--- config.mk ---
export PLATFORM = sky130hd
export DESIGN_NAME = duck_sprite_fetch
export DESIGN_NICKNAME = d
export VERILOG_FILES = /design/src/rtl/duck_sprite_fetch.sv
export SDC_FILE = /design/constraint.sdc
export NUM_CORES = 1
export LEC_CHECK = 0
export ABC_AREA = 1
export ABC_CLOCK_PERIOD_IN_PS = 4400
export CAP_MARGIN = 5
export CORE_MARGIN = 3
export CORE_UTILIZATION = 54
export CTS_CLUSTER_DIAMETER = 40
export DETAILED_ROUTE_END_ITERATION = 12
export GPL_ROUTABILITY_DRIVEN = 0
export GPL_TIMING_DRIVEN = 0
export PLACE_DENSITY = 0.84
export SLEW_MARGIN = 30
export SYNTH_ARGS = -nofsm -noshare
export SYNTH_HDL_FRONTEND = slang
export SYNTH_SLANG_ARGS = --single-unit
--- constraint.sdc ---
create_clock -name Clk -period 4.4 [get_ports Clk]
set_input_delay 0.88 -clock Clk [delete_from_list [all_inputs] [get_ports Clk]]
set_output_delay 0.88 -clock Clk [all_outputs]
set_load 0.02 [all_outputs]
--- src/rtl/duck_sprite_fetch.sv ---
// duck_sprite_fetch: per-pixel sprite address generator with a three-stage
// hit/index pipeline and a four-state wing-flap animation selector.
// Optional feature macro: SPRITE_MIRROR_EN adds the facing_left input, which
// mirrors the sprite horizontally.
module duck_sprite_fetch #(
    parameter int unsigned SPRITE_W    = 20,
    parameter int unsigned SPRITE_H    = 20,
    parameter int unsigned FLAP_DIV    = 8,
    parameter logic [4:0]  TRANSPARENT = 5'h00
) (
    input  logic        Clk,
    input  logic        Reset,
    input  logic [9:0]  DrawX,
    input  logic [9:0]  DrawY,
    input  logic        pixel_valid,
    input  logic        frame_start,
    input  logic [9:0]  SpriteX,
    input  logic [9:0]  SpriteY,
`ifdef SPRITE_MIRROR_EN
    input  logic        facing_left,
`endif
    output logic [18:0] ram_addr,
    output logic [1:0]  frame_sel,
    input  logic [4:0]  ram_data,
    output logic        pix_valid_out,
    output logic        pix_hit,
    output logic [4:0]  pix_index
);

    localparam int unsigned XW = 10;   // screen coordinate width
    localparam int unsigned CW = 11;   // widened coordinate for box edges
    localparam int unsigned AW = 19;   // sprite RAM address width
    localparam int unsigned NW = 8;    // frame_start counter width

    typedef enum logic [1:0] {
        ANIM_UP    = 2'd0,
        ANIM_MID_A = 2'd1,
        ANIM_DOWN  = 2'd2,
        ANIM_MID_B = 2'd3
    } anim_state_t;

    // Latched sprite placement, valid for the whole frame
    logic [XW-1:0] pos_x;
    logic [XW-1:0] pos_y;

    // Animation state
    anim_state_t   anim_state;
    logic [NW-1:0] frame_cnt;

    // Pipeline qualifiers: stage 1 travels with ram_addr, stage 2 with ram_data
    logic          valid_s1;
    logic          box_s1;
    logic          valid_s2;
    logic          box_s2;

    // Combinational stage-0 signals
    logic [CW-1:0] x_ext_c;
    logic [CW-1:0] y_ext_c;
    logic [CW-1:0] x_lo_c;
    logic [CW-1:0] y_lo_c;
    logic [CW-1:0] x_hi_c;
    logic [CW-1:0] y_hi_c;
    logic          in_box_c;
    logic [XW-1:0] col_off_c;
    logic [XW-1:0] row_off_c;
    logic [AW-1:0] col_term_c;
    logic [AW-1:0] row_term_c;
    logic [AW-1:0] addr_c;
    logic          mirror_c;
    logic          hit_c;

`ifdef SPRITE_MIRROR_EN
    logic          facing_q;

    // Facing direction is sampled with the position so it stays frame-stable
    always_ff @(posedge Clk or posedge Reset) begin
        if (Reset) begin
            facing_q <= 1'b0;
        end else if (frame_start) begin
            facing_q <= facing_left;
        end
    end

    assign mirror_c = facing_q;
`else
    assign mirror_c = 1'b0;
`endif

    // Sprite position loads only on frame_start; a coincident pixel still sees the old one
    always_ff @(posedge Clk or posedge Reset) begin
        if (Reset) begin
            pos_x <= '0;
            pos_y <= '0;
        end else if (frame_start) begin
            pos_x <= SpriteX;
            pos_y <= SpriteY;
        end
    end

    // Box edges are widened by one bit so a sprite crossing 1023 never wraps to 0
    always_comb begin
        x_ext_c  = {1'b0, DrawX};
        y_ext_c  = {1'b0, DrawY};
        x_lo_c   = {1'b0, pos_x};
        y_lo_c   = {1'b0, pos_y};
        x_hi_c   = x_lo_c + CW'(SPRITE_W);
        y_hi_c   = y_lo_c + CW'(SPRITE_H);
        in_box_c = pixel_valid
                 && (x_ext_c >= x_lo_c) && (x_ext_c < x_hi_c)
                 && (y_ext_c >= y_lo_c) && (y_ext_c < y_hi_c);
    end

    // Linear sprite address; only meaningful when in_box_c is set
    always_comb begin
        col_off_c  = DrawX - pos_x;
        row_off_c  = DrawY - pos_y;
        row_term_c = AW'(row_off_c) * AW'(SPRITE_W);
        if (mirror_c) begin
            col_term_c = AW'(SPRITE_W - 1) - AW'(col_off_c);
        end else begin
            col_term_c = AW'(col_off_c);
        end
        addr_c = row_term_c + col_term_c;
    end

    // Stage 1: registered RAM address plus qualifiers for the request
    always_ff @(posedge Clk or posedge Reset) begin
        if (Reset) begin
            ram_addr <= '0;
            valid_s1 <= 1'b0;
            box_s1   <= 1'b0;
        end else begin
            ram_addr <= in_box_c ? addr_c : '0;
            valid_s1 <= pixel_valid;
            box_s1   <= in_box_c;
        end
    end

    // Stage 2: qualifiers wait while the RAM turns the address into data
    always_ff @(posedge Clk or posedge Reset) begin
        if (Reset) begin
            valid_s2 <= 1'b0;
            box_s2   <= 1'b0;
        end else begin
            valid_s2 <= valid_s1;
            box_s2   <= box_s1;
        end
    end

    // Transparent texels inside the box are reported as background
    assign hit_c = box_s2 && (ram_data != TRANSPARENT);

    // Stage 3: registered pixel result
    always_ff @(posedge Clk or posedge Reset) begin
        if (Reset) begin
            pix_valid_out <= 1'b0;
            pix_hit       <= 1'b0;
            pix_index     <= '0;
        end else begin
            pix_valid_out <= valid_s2;
            pix_hit       <= hit_c;
            pix_index     <= hit_c ? ram_data : '0;
        end
    end

    // Wing-flap FSM: steps once every FLAP_DIV frame_start pulses, frame_sel registered
    always_ff @(posedge Clk or posedge Reset) begin
        if (Reset) begin
            anim_state <= ANIM_UP;
            frame_cnt  <= '0;
            frame_sel  <= 2'd0;
        end else if (frame_start) begin
            if (frame_cnt == NW'(FLAP_DIV - 1)) begin
                frame_cnt <= '0;
                case (anim_state)
                    ANIM_UP: begin
                        anim_state <= ANIM_MID_A;
                        frame_sel  <= 2'd1;
                    end
                    ANIM_MID_A: begin
                        anim_state <= ANIM_DOWN;
                        frame_sel  <= 2'd2;
                    end
                    ANIM_DOWN: begin
                        anim_state <= ANIM_MID_B;
                        frame_sel  <= 2'd1;
                    end
                    default: begin
                        anim_state <= ANIM_UP;
                        frame_sel  <= 2'd0;
                    end
                endcase
            end else begin
                frame_cnt <= frame_cnt + NW'(1);
            end
        end
    end

endmodule

==> impl_metrics.toml <==
[route]
viasPerCell = 5.363
wl_met1_mm = 4.522
wl_per_cell_um = 13.77
firstDrtPassIters = 5
ant_nets = 0
met2_wirelength_mm = 5.606
routed.top_layer = "met4"
vias = 4312
met3_length_um = 586
drt-total-wl_mm = 11.07
remaining_drc_errors = 0
drt_iter0_markers = 232

[synth]
synthCells = 599
async_reset_ff_share_pct = 100.0
ys_seq_elements = 58
synth_edf_count = 0
syn_area_um2 = 4601
syn_area_per_cell_um2 = 7.681
synthFlopType = "dfrtp_1"
synth_warnings = 0
yosysSeqAreaShare_pct = 31.55
yosysUniqueCellTypes = 31

[die]
coreArea_um2 = 8258
die_y_um = 98.30
initial_core_util_pct = 55.71
fp.dieArea_um2 = 9663
design.portCount = 77
die_w_um = 98.30
rows = 33

[global_route]
grt_pass1_vias = 4142
grt_overflow_total = 0
grt_max_degree = 33
grt_first_pass_wirelength_mm = 18.27
grt_usage_pct = 22.67
antenna_found_initial = 0

[final_layout]
final_cell_area_um2 = 5934
drive_above_1_share_pct = 10.30
nets = 808
diodes = 0
synthToLayoutAreaGrowth_pct = 28.99

[clocking]
clock_sinks = 58
htree_levels = 3
cts_buffer_depth = 2
cts_root_buffer = "clkbuf_8"
path_clk_slew_ns = 0.06
cts_hold_buf = 0
numCtsBuffers = 9
cts_tree = "built"
clock_latency_ns = 0.34

[sta]
period_minus_slack_ns = 4.286
clock_skew_ns = 0.007679
setup_tns_ns = 0
final-hold-violation-count = 0
slew_violations = 0
worst_slack_ns = 0.1139
finalSetupViolCount = 0
period_share_pct = 97.41
fmax_ghz = 0.2333

[setup_path]
cp_data_arrival_time_ns = 4.51
path_max_fanout = 4
critPathKind = "in2reg"
cp-start-kind = "primary input"
critPathCaptureType = "flop"
crit_required_ns = 4.62

[run_status]
status = "complete, no violations"

[pwr]
ir_worst_vdd_mv = 0.2838
p_leak_nw = 3.042
p_per_area_nw_per_um2 = 560.9

[placement]
port_buffers = 72
dp_hpwl_mm = 8.420
dpl_cell_area_um2 = 5487
dp_worst_setup_slack_ns = -0.5154

[job]
max_cap_viol_count = 0

[min_path]
hp-class = "reg2reg"
[repair_timing]
action	4_1_cts	5_1_grt
setup buffers	4	4
hold endpoints to repair	0	0
pin swaps	8	15
resized for setup	9	22
cloned	0	0
endpoints found under the setup margin	5	6
[layout by cell type (no fill, tap or decap), drive strengths merged, types with 3 or more instances in the layout]
cell type        n
nor2            64
inv             87
nand2          130
xnor2           14
o21bai           5
o21ai           30
nor3             7
a21oi           33
nand3           35
nand4            9
clkbuf          17
buf             14
clkdlybuf4s50   70
dfrtp           58
xor2            34
conb             4
fa               4
ha              61
o21a             3
[final timing paths]
check,endpoint,slack (ns),from,cells past startpoint
worst max-delay path,ram_addr[13],0.11,DrawY[0],25
worst min register to register,pix_valid_out,0.35,valid_s2,0
min in group asynchronous,pix_index[3],0.86,Reset,2
worst max register to register,ram_addr[13],0.56,pos_y[2],21
worst min-delay path,pix_valid_out,0.35,valid_s2,0
max in group asynchronous,pos_x[0],3.06,Reset,3
[worst max-delay path: stages]
cell             delay (ns)
clkdlybuf4s50_1        0.43
inv_1                  0.07
ha_2                   0.18
inv_2                  0.05
fa_2                   0.33
inv_1                  0.06
o21a_1                 0.17
xor2_2                 0.23
ha_4                   0.26
ha_4                   0.25
nand2_1                0.04
nand2_1                0.09
and2_4                 0.16
xor2_2                 0.18
ha_4                   0.24
nand2_2                0.08
inv_1                  0.05
a21oi_2                0.14
nand2_2                0.08
nand4_1                0.11
nand2_1                0.12
nand3b_1               0.12
nand2_1                0.06
nand2_1                0.06
nor2_1                 0.04
[sequential cells by signal, indices dropped and copies added (netlist names), 2 cells and up]
signal / flops
ram_addr: 16
pos_x: 10
pos_y: 10
frame_cnt: 8
pix_index: 5
frame_sel: 2
[cells in the mapped netlist, types with 2 or more instances]
| master | number | area [µm²] |
|---|---|---|
| inv_2 | 3 | 11.26 |
| a21oi_1 | 33 | 165.2 |
| and2_1 | 2 | 12.51 |
| nor2_1 | 54 | 202.7 |
| a21o_1 | 2 | 15.01 |
| nand3b_1 | 2 | 15.01 |
| xnor2_1 | 14 | 122.6 |
| nand2_1 | 130 | 488.0 |
| fa_1 | 4 | 80.08 |
| nor4_1 | 2 | 12.51 |
| ha_1 | 61 | 763.2 |
| xor2_1 | 34 | 297.8 |
| a31oi_1 | 2 | 12.51 |
| dfrtp_1 | 58 | 1451 |
| nor2_2 | 10 | 62.56 |
| o21a_1 | 3 | 22.52 |
| o21ai_0 | 30 | 150.1 |
| nand3_1 | 34 | 170.2 |
| nor3_1 | 7 | 35.03 |
| clkbuf_1 | 5 | 18.77 |
| nand4_1 | 9 | 56.30 |
| buf_4 | 4 | 30.03 |
| inv_1 | 84 | 315.3 |
| o21bai_1 | 5 | 37.54 |
[power breakdown]
part           total (mW)  internal, mW  switching, mW
combinational        2.09         0.908           1.18
clock               0.580         0.364          0.215
sequential          0.663         0.610         0.0526
total                3.33          1.88           1.45
[final cells by class]
type	count	area, µm²
fillers	628	2323
plain buffers	10	60.06
inverters	87	329.1
clock inverters	4	72.57
well taps	105	131.4
clock buffers	12	165.2
flip-flops and latches	58	1451
multi-input cells	447	2927
repair buffers	81	798.3
[stage by stage]
stage	power [mW]	hold WS, ns	utilization (%)	instances
after floorplan	2.016	0.3312	-	602
after global placement	2.287	0.3356	66.17	779
after detailed placement	2.367	0.3347	66.44	780
after CTS	3.006	0.3488	70.26	800
after global routing	3.603	0.3534	71.86	804
final	3.329	0.3455	71.86	804
[logic make-up after synthesis]
logic type,count (synthesis),share of synthesized area (%)
AO/OA/AOI/OAI,77,9.083
adder cells (fa/ha/maj),65,18.33
other,1,0.08151
AND/OR/NAND/NOR,253,23.42
XOR/XNOR,48,9.138
buffers and inverters,97,8.404
flip-flops,58,31.55
[metal layers]
layer	up-vias	track usage, %
met5	-	0
met4	0	8.403
met3	41	3.643
met2	166	40.20
met1	1998	27.62
li1	2107	-
Note: power is estimated with default switching activity, not from simulation.
